$ cat src/rtl/pipelined_cskip_adder_if.sv
// Operand/result handshake bundle for pipelined_cskip_adder.
//   master (upstream/downstream side): drives in_valid, x1, x2, cin, op_sub, out_ready
//   slave  (adder side):               drives in_ready, out_valid, s, cout, ovf
// WIDTH must match the WIDTH parameter of the adder it is bound to.
interface pipelined_cskip_adder_if #(
    parameter int unsigned WIDTH = 32
);
    logic             in_valid;
    logic             in_ready;
    logic [WIDTH-1:0] x1;
    logic [WIDTH-1:0] x2;
    logic             cin;
    logic             op_sub;
    logic             out_valid;
    logic             out_ready;
    logic [WIDTH-1:0] s;
    logic             cout;
    logic             ovf;

    modport master (
        output in_valid, x1, x2, cin, op_sub, out_ready,
        input  in_ready, out_valid, s, cout, ovf
    );

    modport slave (
        input  in_valid, x1, x2, cin, op_sub, out_ready,
        output in_ready, out_valid, s, cout, ovf
    );
endinterface

$ cat src/rtl/pipelined_cskip_adder.sv
// Pipelined carry-skip adder/subtractor, one BLOCK-bit carry-skip block per stage.
// Ports:
//   clk    - rising-edge clock
//   rst_n  - asynchronous active-low reset, clears every stage valid and the outputs
//   bus    - slave modport of pipelined_cskip_adder_if:
//            in_valid/in_ready/x1/x2/cin/op_sub in, out_valid/out_ready/s/cout/ovf out
// Latency is NBLK accepting edges; in_ready is the only combinational output
// (follows out_ready). Whole pipeline stalls together when the result is held.
module pipelined_cskip_adder #(
    parameter int unsigned WIDTH = 32,
    parameter int unsigned BLOCK = 8
) (
    input  logic                    clk,
    input  logic                    rst_n,
    pipelined_cskip_adder_if.slave  bus
);
    localparam int unsigned NBLK = WIDTH / BLOCK;

    if (BLOCK < 2 || (WIDTH % BLOCK) != 0) begin : g_param_check
        $error("pipelined_cskip_adder: WIDTH must be a multiple of BLOCK and BLOCK >= 2");
    end

    // Global advance: move everything unless a finished result is being held.
    logic en;
    assign en          = !bus.out_valid || bus.out_ready;
    assign bus.in_ready = en;

    for (genvar i = 0; i < NBLK; i++) begin : g_stage
        localparam int unsigned IN_W  = WIDTH - i * BLOCK;   // operand bits not yet consumed
        localparam int unsigned SUM_W = (i + 1) * BLOCK;     // result bits known after this stage

        logic [IN_W-1:0]  a_in;
        logic [IN_W-1:0]  b_in;
        logic             c_in;
        logic             v_in;
        logic [BLOCK-1:0] a_blk;
        logic [BLOCK-1:0] b_blk;
        logic [BLOCK-1:0] p_blk;
        logic [BLOCK-1:0] s_blk;
        logic             co_rip;
        logic             co_skip;
        logic [SUM_W-1:0] sum_nx;

        logic             v_q;
        logic             c_q;
        logic [SUM_W-1:0] sum_q;

        // Stage inputs: stage 0 takes the bus (with subtract folded in), others the previous stage.
        if (i == 0) begin : g_head
            assign a_in   = bus.x1;
            assign b_in   = bus.x2 ^ {WIDTH{bus.op_sub}};
            assign c_in   = bus.cin ^ bus.op_sub;
            assign v_in   = bus.in_valid;
            assign sum_nx = s_blk;
        end else begin : g_body
            assign a_in   = g_stage[i-1].g_fwd.a_q;
            assign b_in   = g_stage[i-1].g_fwd.b_q;
            assign c_in   = g_stage[i-1].c_q;
            assign v_in   = g_stage[i-1].v_q;
            assign sum_nx = {s_blk, g_stage[i-1].sum_q};
        end

        // Block adder plus skip mux: an all-propagate block passes its carry-in straight through.
        assign a_blk             = a_in[BLOCK-1:0];
        assign b_blk             = b_in[BLOCK-1:0];
        assign p_blk             = a_blk ^ b_blk;
        assign {co_rip, s_blk}   = {1'b0, a_blk} + {1'b0, b_blk} + (BLOCK+1)'(c_in);
        assign co_skip           = (&p_blk) ? c_in : co_rip;

        // Stage register: valid, accumulated low sum, carry.
        always_ff @(posedge clk or negedge rst_n) begin
            if (!rst_n) begin
                v_q   <= 1'b0;
                c_q   <= 1'b0;
                sum_q <= '0;
            end else if (en) begin
                v_q   <= v_in;
                c_q   <= co_skip;
                sum_q <= sum_nx;
            end
        end

        // Unconsumed upper operand bits travel with the beat.
        if (i < NBLK - 1) begin : g_fwd
            logic [IN_W-BLOCK-1:0] a_q;
            logic [IN_W-BLOCK-1:0] b_q;

            always_ff @(posedge clk or negedge rst_n) begin
                if (!rst_n) begin
                    a_q <= '0;
                    b_q <= '0;
                end else if (en) begin
                    a_q <= a_in[IN_W-1:BLOCK];
                    b_q <= b_in[IN_W-1:BLOCK];
                end
            end
        end

        // Last stage: overflow from the carry into the MSB, and the output drive.
        if (i == NBLK - 1) begin : g_tail
            logic c_msb;
            logic ovf_q;

            assign c_msb = s_blk[BLOCK-1] ^ a_blk[BLOCK-1] ^ b_blk[BLOCK-1];

            always_ff @(posedge clk or negedge rst_n) begin
                if (!rst_n) begin
                    ovf_q <= 1'b0;
                end else if (en) begin
                    ovf_q <= c_msb ^ co_skip;
                end
            end

            assign bus.out_valid = v_q;
            assign bus.s         = sum_q;
            assign bus.cout      = c_q;
            assign bus.ovf       = ovf_q;
        end
    end
endmodule
$ cat src/flat_wrapper.sv
// flat-port wrapper written by rule: the top's interface ports become plain ports
module pipelined_cskip_adder_flat 
#(
    parameter int unsigned WIDTH = 32,
    parameter int unsigned BLOCK = 8
)
  (clk, rst_n, bus_in_valid, bus_x1, bus_x2, bus_cin, bus_op_sub, bus_out_ready, bus_in_ready, bus_out_valid, bus_s, bus_cout, bus_ovf);
  pipelined_cskip_adder_if #(.WIDTH(WIDTH)) bus_i ();
  input  logic clk;
  input  logic rst_n;
  input wire logic [$bits(bus_i.in_valid)-1:0] bus_in_valid;
  input wire logic [$bits(bus_i.x1)-1:0] bus_x1;
  input wire logic [$bits(bus_i.x2)-1:0] bus_x2;
  input wire logic [$bits(bus_i.cin)-1:0] bus_cin;
  input wire logic [$bits(bus_i.op_sub)-1:0] bus_op_sub;
  input wire logic [$bits(bus_i.out_ready)-1:0] bus_out_ready;
  output wire logic [$bits(bus_i.in_ready)-1:0] bus_in_ready;
  output wire logic [$bits(bus_i.out_valid)-1:0] bus_out_valid;
  output wire logic [$bits(bus_i.s)-1:0] bus_s;
  output wire logic [$bits(bus_i.cout)-1:0] bus_cout;
  output wire logic [$bits(bus_i.ovf)-1:0] bus_ovf;
  assign bus_i.in_valid = bus_in_valid;
  assign bus_i.x1 = bus_x1;
  assign bus_i.x2 = bus_x2;
  assign bus_i.cin = bus_cin;
  assign bus_i.op_sub = bus_op_sub;
  assign bus_i.out_ready = bus_out_ready;
  assign bus_in_ready = bus_i.in_ready;
  assign bus_out_valid = bus_i.out_valid;
  assign bus_s = bus_i.s;
  assign bus_cout = bus_i.cout;
  assign bus_ovf = bus_i.ovf;
  pipelined_cskip_adder #(.WIDTH(WIDTH), .BLOCK(BLOCK)) u_core (.clk(clk), .rst_n(rst_n), .bus(bus_i));
endmodule
$ cat config.mk
export PLATFORM = sky130hd
export DESIGN_NAME = pipelined_cskip_adder_flat
export DESIGN_NICKNAME = d
export VERILOG_FILES = /design/src/rtl/pipelined_cskip_adder_if.sv /design/src/rtl/pipelined_cskip_adder.sv /design/src/flat_wrapper.sv
export SDC_FILE = /design/constraint.sdc
export NUM_CORES = 1
export LEC_CHECK = 0
export ABC_AREA = 1
export CAP_MARGIN = 20
export CELL_PAD_IN_SITES_DETAIL_PLACEMENT = 2
export CELL_PAD_IN_SITES_GLOBAL_PLACEMENT = 2
export CORE_ASPECT_RATIO = 2
export CORE_MARGIN = 3
export CORE_UTILIZATION = 37
export CTS_CLUSTER_DIAMETER = 100
export DETAILED_ROUTE_END_ITERATION = 8
export GPL_ROUTABILITY_DRIVEN = 0
export GPL_TIMING_DRIVEN = 1
export PLACE_DENSITY = 0.95
export REMOVE_ABC_BUFFERS = 1
export SLEW_MARGIN = 20
export SYNTH_ARGS = -nofsm -noshare
export SYNTH_HDL_FRONTEND = slang
export SYNTH_SLANG_ARGS = --single-unit
$ cat constraint.sdc
create_clock -name clk -period 4.3 [get_ports clk]
set_clock_uncertainty 0.15 [all_clocks]
set_input_delay 0.43 -clock clk [delete_from_list [all_inputs] [get_ports clk]]
set_output_delay 0.43 -clock clk [all_outputs]
set_load 0.03 [all_outputs]
* Word-level counts from Yosys, hierarchy flattened *
Cells that the tools add are included.
Widths: inputs -> output; s select.

operators by class
  add/sub/neg operators = 8
  muxes and demuxes = 4
  bitwise operators = 9
  reductions and logical operators = 6

operator list
  kind              number
  $add 8x8->9       4
  $add 9x1->9       4
  $reduce_and 8->1  4
  $xor 32x32->32    1
  $xor 8x8->8       4
  $mux 1            4
  $xor 1x1->1       4
  $logic_not 1->1   1
  $logic_or 1x1->1  1

word-level totals
  register bits after elaboration = 185
  output and inout port bits = 36
  word-level logic and storage cells = 46

* Longest topological paths before layout *
Gate-level depths: netlist of the first run.

  depth after elaboration = 5
  mapped depth = 12
  gate-level depth less buffers = 12

* Least setup slack after synthesis of the first run *
Ideal clock, no wire load.

  path kind = input-to-reg
  start = input port bus_op_sub
  end = register u_core.g_stage[0].c_q
  setup time = 121 ps
  data arrival time = 2,202 ps
  required time = 4,029 ps
  path slack = 1,827 ps
  stages = 12
  cell sequence = buf_2 -> buf_4 -> xnor2_1 -> fa_1 -> inv_1 -> fa_1 -> nand2_1 -> nand2_1 -> a21oi_1 -> nor2_1 -> o21bai_1 -> nand2_1

on the way
  longest elaborated chain between the ends = 4
  elaborated cells on any way between the ends = 7
  those cells by class = add/sub (2); mux (1); bitwise (3); reduce/logical (1)

ends and longest elaborated chain
  element                                          line                                                      text
  start, declared                                  flat_wrapper.sv:15                                        input wire logic [$bits(bus_i.op_sub)-1:0] bus_op_sub;
  $xor 32x32->32                                   pipelined_cskip_adder.sv:51                               assign b_in = bus.x2 ^ {WIDTH{bus.op_sub}};
  $add 8x8->9 or $xor 8x8->8 (tied branches)       pipelined_cskip_adder.sv:67, pipelined_cskip_adder.sv:66
  $add 9x1->9 or $reduce_and 8->1 (tied branches)  pipelined_cskip_adder.sv:67, pipelined_cskip_adder.sv:68
  $mux 1 (*)                                       pipelined_cskip_adder.sv:68                               assign co_skip = (&p_blk) ? c_in : co_rip;
  end signal, assigned                             pipelined_cskip_adder.sv:78                               c_q <= co_skip;
  end, declared                                    pipelined_cskip_adder.sv:45                               logic c_q;

Mark *: on every way between the ends. The rest lies on a longest branch, timed or not.
A chain may end at the register's enable or synchronous reset.

* Final worst setup path of the first run *
  start = input port bus_x2[0]
  end = register u_core.g_stage[0].sum_q[6]

on the way
  longest elaborated chain between the ends = 3

ends and longest elaborated chain
  element               line                         text
  start, declared       flat_wrapper.sv:13           input wire logic [$bits(bus_i.x2)-1:0] bus_x2;
  $xor 32x32->32        pipelined_cskip_adder.sv:51
  $add 8x8->9           pipelined_cskip_adder.sv:67  assign {co_rip, s_blk} = {1'b0, a_blk} + {1'b0, b_blk} + (BLOCK+1)'(c_in);
  $add 9x1->9           pipelined_cskip_adder.sv:67
  end signal, assigned  pipelined_cskip_adder.sv:79  sum_q <= sum_nx;
  end, declared         pipelined_cskip_adder.sv:46  logic [SUM_W-1:0] sum_q;

No other way between the ends.

==> results.json, run 1 <==
{
  "pre_cts_ws_ps": 1384,
  "cts-root-buf": "clkbuf_16",
  "via_per_inst": 5.025,
  "place_hpwl_mm": 16.94,
  "hp-class": "in -> async",
  "antenna_found_initial": 1,
  "clockBufferDepth": 2,
  "tightestPinTransition_ps": 981.2,
  "netlist_instances": 997,
  "dp_cells": 1344,
  "peakVddDrop_uv": 394.0,
  "die_w_um": 114.4,
  "cts_setup_buffers": 0,
  "cp.arrival_ps": 2720,
  "tritoncts": "yes",
  "io_pins": 106,
  "fillers": 2455,
  "end_kind": "flop",
  "ctsHtreeMaxLevel": 4,
  "stdcell_count": 1377,
  "initial_utilization_pct": 37.94,
  "first_pass_iters": 4,
  "finalHoldViolCount": 7,
  "drt_iter0_drc": 306,
  "avgSynthCellArea_um2": 8.727,
  "grt_pass1_wl_mm": 41.07,
  "ys_warn_count": 0,
  "register_area_um2": 4629,
  "multi_input_area_um2": 3567,
  "grt_max_degree": 187,
  "syn_to_final_growth_pct": 21.25,
  "finalSetupViolCount": 0,
  "layout.nets": 1193,
  "portBuffers": 105,
  "ys_seq_area_share_pct": 53.21,
  "rsz0062_at_grt": "false",
  "finalCriticalPeriod_ps": 2498,
  "vias": 6919,
  "status": "finished, violations left",
  "drt_wl_total_mm": 24.88,
  "drv_cap": 0,
  "cts_resized": 0,
  "reg2reg_depth": 11,
  "grt_pass1_vias": 7883,
  "power_density_nw_per_um2": 768.3,
  "cts.clk_slew.worst_paths_ps": 70,
  "worstSetupPathType": "in -> reg",
  "syn_area_um2": 8701,
  "p_leak_uw": 0.005134,
  "setup_ws_ps": 1802,
  "antenna_left": 0,
  "max_slew_margin_pct": 34.59,
  "reg2reg_to": "u_core.g_stage[2].sum_q[22]",
  "timing.fmax_mhz": 400.3,
  "rr_startpoint": "u_core.g_stage[1].c_q",
  "r2r_slack_ps": 1840,
  "post_drt_wl_per_cell_um": 18.07,
  "ys_types": 37,
  "finalPower_uw": 8106,
  "hold_ws_ps": -29.25,
  "start_kind": "input port",
  "violations": "hold timing",
  "cp_max_fo": 3,
  "clock_latency_ps": 450,
  "grt-ovfl-total": 0,
  "cp_data_required_time_ps": 4520,
  "finalCritPeriodShare_pct": 58.09,
  "dieHeight_um": 222.9,
  "cts.sinks": 185,
  "die_area_um2": 25500,
  "core_area_um2": 22930,
  "rows": 78,
  "drc": 0,
  "slew_violations": 0,
  "holdBufCountCts": 0,
  "ys_ff_latch": 185,
  "grt_usage_pct": 20.57,
  "cts_inserted_buffers": 17,
  "drive_gt1_share_pct": 4.745,
  "fin_util_pct": 46.00
}
[worst max path at each step]
| stage | startpoint | cells past startpoint | endpoint | slack [ps] |
|---|---|---|---|---|
| final | bus_x2[0] | 11 | u_core.g_stage[0].sum_q[6] | 1800 |
| after global routing | bus_op_sub | 11 | u_core.g_stage[0].sum_q[6] | 1640 |
| after CTS | bus_op_sub | 11 | u_core.g_stage[0].sum_q[6] | 1760 |
| after detailed placement | bus_op_sub | 11 | u_core.g_stage[0].sum_q[6] | 1380 |
| after global placement | bus_op_sub | 11 | u_core.g_stage[0].sum_q[6] | 1510 |
| after floorplan | u_core.bus.out_valid | 7 | u_core.bus.ovf | -1010 |
[cell usage in the layout (no fill, tap or decap), types with 2 or more instances in the layout]
master             n
a21o_1             2
a21oi_1           17
a31oi_1            6
buf_12             2
buf_4              4
bufinv_16          3
clkbuf_16         17
clkbuf_8           3
clkdlybuf4s50_1  103
clkinv_1           2
clkinv_4           5
clkinvlp_4         3
dfrtp_1          185
fa_1               8
ha_1              32
inv_1             65
nand2_1          407
nand2_2            2
nand3_1           27
nand4_1            5
nor2_1            23
nor2_2             2
nor3_2             2
o21ai_0           82
o21ai_1           23
o21bai_1           4
or2_0              2
or2_1              2
xnor2_1           32
xor2_1            12
[critical path: stages]
cell and delay, ps:
clkdlybuf4s50_1 440, xnor2_1 300, fa_1 270, inv_1 90
fa_1 440, nand2_1 100, nand2_1 80, a21oi_1 220
or2_1 150, nand3_1 70, o21ai_1 110
[kinds of logic (layout without fill, tap and decap cells)]
family | after synthesis | after routing | share of synthesized area [%]
AND/OR/NAND/NOR | 478 | 478 | 21.80
buffers and inverters | 112 | 211 | 5.795
flip-flops | 185 | 185 | 53.21
adder cells (fa/ha/maj) | 40 | 40 | 6.442
XOR/XNOR | 44 | 44 | 4.429
other | 0 | 1 | 0
AO/OA/AOI/OAI | 138 | 138 | 8.326
[sequential cells by signal, summed over array words and instances, names as in the netlist]
register	cells
u_core.g_stage.v_q	3
u_core.g_stage.c_q	3
u_core.g_stage.g_fwd.b_q	48
u_core.g_stage.sum_q	48
u_core.bus.cout	1
u_core.g_stage.g_fwd.a_q	48
u_core.bus.out_valid	1
u_core.bus.ovf	1
u_core.bus.s	32
[metrics by stage]
step	area, um2	TNS [ps]
6_report	10550	0
5_1_grt	10550	0
4_1_cts	10550	0
3_5_place_dp	9925	0
3_3_place_gp	9925	0
2_1_floorplan	8452	-95280
[power breakdown]
| part | leakage [uW] | switching [uW] | internal, uW |
|---|---|---|---|
| clock | 0.000296 | 711 | 950 |
| sequential | 0.00224 | 477 | 2520 |
| combinational | 0.00260 | 2200 | 1240 |
[per-layer routing]
metal	global-route usage, %	vias to the layer above	wire, um
met1	22.54	3492	9329
met2	38.89	96	14460
met3	3.529	31	545
met4	6.943	0	544
li1	-	3300	-
met5	0	-	0
[cells in the mapped netlist, drive strengths merged]
| cell | count | area share, % |
|---|---|---|
| a31oi | 6 | 0.43 |
| clkbuf | 10 | 0.43 |
| o21ai | 106 | 6.1 |
| nand3 | 28 | 1.7 |
| nor2 | 26 | 1.3 |
| a21o | 2 | 0.17 |
| nand4 | 5 | 0.36 |
| nand2 | 409 | 18 |
| or2 | 5 | 0.36 |
| dfrtp | 185 | 53 |
| a21boi | 1 | 0.086 |
| a21oi | 18 | 1.1 |
| nor3 | 3 | 0.29 |
| inv | 66 | 2.8 |
| nand3b | 1 | 0.086 |
| clkinv | 2 | 0.086 |
| xnor2 | 32 | 3.2 |
| o22ai | 1 | 0.072 |
| nand2b | 1 | 0.072 |
| fa | 8 | 1.8 |
| ha | 32 | 4.6 |
| xor2 | 12 | 1.2 |
| buf | 34 | 2.4 |
| o21bai | 4 | 0.35 |
[layout make-up]
type | count | area share [%]
Antenna cell | 1 | 0.02372
Clock buffer | 19 | 4.293
Clock inverter | 13 | 1.613
Inverter | 68 | 2.443
Multi-Input combinational cell | 700 | 33.81
Sequential cell | 185 | 43.88
Tap cell | 280 | 3.321
Timing Repair Buffer | 111 | 10.61
Note: power is estimated with default switching activity, not from simulation.
==> run 2, diff against run 1 <==
- CORE_UTILIZATION: 37 -> 34
- PLACE_DENSITY: 0.95 -> 0.9
- clock period: 4.3 -> 2.5 ns (I/O delays scaled with it)
==> run 2 against run 1 <==
The flow now finishes without violations; non-clock buffer count grew 12; critical path depth shrank 2; combinational power grew 73%; power grew 73%; clock power grew 75%.
==> results.json, run 2 (synthesis results as in run 1) <==
{
  "status": "finished clean",
  "dieHeight_um": 232.2,
  "crit_family": "adder cells",
  "slowest_stage": "fa_1",
  "timing.fmax_mhz": 426.5,
  "cp_cell_sequence": "fa_1 > fa_1 > nand3_1 > nand2_1 > inv_1 > o21ai_1 > or2_0 > nand3_1 > nand2_1",
  "rows": 82,
  "drv_cap": 0,
  "die_area_um2": 27660,
  "cts.clk_slew.worst_paths_ps": 70,
  "stdcell_area_um2": 10780,
  "portBuffers": 105,
  "path_buf_inv": 1,
  "cts_inserted_buffers": 17,
  "via_per_inst": 4.823,
  "start_kind": "flop",
  "cts.sinks": 185,
  "power_density_nw_per_um2": 1300,
  "syn_to_final_growth_pct": 23.91,
  "antenna_found_initial": 0,
  "grt-ovfl-total": 0,
  "drc": 0,
  "top_regs": "u_core.g_stage.g_fwd.a_q x48, u_core.g_stage.g_fwd.b_q x48, u_core.g_stage.sum_q x48",
  "core_area_um2": 25140,
  "finalHoldViolCount": 0,
  "drt_iter0_drc": 190,
  "peakVddDrop_uv": 533.9,
  "final_cell_mix": "nand2_1, dfrtp_1, clkdlybuf4s50_1",
  "place_hpwl_mm": 16.87,
  "cp.arrival_ps": 2540,
  "cts-root-buf": "clkbuf_16",
  "dp_cells": 1411,
  "hp-class": "in -> async",
  "clock_latency_ps": 450,
  "ctsHtreeMaxLevel": 4,
  "diodes": 0,
  "max_slew_margin_pct": 70.54,
  "finalCritPeriodShare_pct": 93.79,
  "drive_gt1_share_pct": 5.505,
  "end_kind": "flop",
  "tritoncts": "yes",
  "io_pins": 106,
  "layout.nets": 1205,
  "finalPower_uw": 14010,
  "tightestPinTransition_ps": 441.8,
  "worstSetupPathType": "reg -> reg",
  "vias": 6965,
  "grt_pass1_vias": 8032,
  "tns_ps": 0,
  "fillers": 2721,
  "layout_commonest_cell": "nand2_1",
  "finalCriticalPeriod_ps": 2345,
  "die_w_um": 119.1,
  "stdcell_count": 1444,
  "drt_wl_total_mm": 24.19,
  "first_pass_iters": 4,
  "cts_resized": 0,
  "initial_utilization_pct": 34.61,
  "rsz0062_at_grt": "false",
  "cp_max_fo": 3,
  "clockBufferDepth": 2,
  "cp_data_required_time_ps": 2690,
  "hold_ws_ps": 162.9,
  "grt_usage_pct": 18.61,
  "antenna_left": 0,
  "max_stage_delay_ps": 490,
  "post_drt_wl_per_cell_um": 16.75,
  "grt_max_degree": 73,
  "post_dp_cell_area_um2": 10150,
  "p_leak_uw": 0.005209,
  "slew_violations": 0,
  "grt_pass1_wl_mm": 40.87,
  "finalSetupViolCount": 0
}
==> run 2: changes by cell type in the layout (fill, tap and decap cells not counted), sizes merged <==
cell,previous run,this run
clkdlybuf4s50,103,102
diode,1,0
clkbuf,20,22
bufinv,3,4
clkinv,8,4
inv,67,66
buf,7,19
clkinvlp,3,5
dlygate4sd3,0,1
==> run 2: repair_timing <==
item,in CTS,in global routing
setup endpoints to repair,0,0
buffers inserted,0,0
hold endpoints to repair,81,0
hold buffers,1,0
==> run 2: worst paths after layout <==
kind                       slack, ps  cells past startpoint                              to                           start
max reg2reg                      160                      9                u_core.bus.s[30]  u_core.g_stage[2].g_fwd.b_q[0]
min reg2reg                      320                      2                u_core.bus.s[20]     u_core.g_stage[2].sum_q[20]
max in group asynchronous       1370                      3     u_core.g_stage[1].sum_q[13]                           rst_n
max                              160                      9                u_core.bus.s[30]  u_core.g_stage[2].g_fwd.b_q[0]
min in group clk                 190                      3  u_core.g_stage[0].g_fwd.a_q[6]                      bus_x1[14]
min                              160                      2            u_core.bus.out_valid                           rst_n
==> run 2: layout make-up <==
type                    instances  area (um2)  share of cell area, %
repair buffers                123        1285                  11.92
inverters                      68       257.7                  2.391
well taps                     336       420.4                  3.899
clock inverters                11       171.4                  1.590
multi-input cells             700        3567                  33.09
flip-flops and latches        185        4629                  42.94
clock buffers                  21       450.4                  4.178
==> run 2: layer usage <==
| layer | global-route usage [%] | share of wire [%] | vias up |
|---|---|---|---|
| met4 | 6.384 | 2.2 | 0 |
| met5 | 0 | 0 | - |
| met2 | 37.03 | 59 | 90 |
| li1 | - | - | 3324 |
| met3 | 3.120 | 2.2 | 30 |
| met1 | 19.15 | 37 | 3521 |
==> run 2: stage by stage <==
step,util (%),setup WS (ps)
2_1_floorplan,-,-2811
3_3_place_gp,40.38,-11.10
3_5_place_dp,40.38,-120.9
4_1_cts,42.89,137.2
5_1_grt,42.89,7.464
6_report,42.89,155.2
==> run 2: report_power, final <==
group | internal [uW] | total, uW | switching [uW]
logic | 2240 | 5970 | 3730
clock network | 1700 | 2910 | 1210
registers | 4330 | 5140 | 807
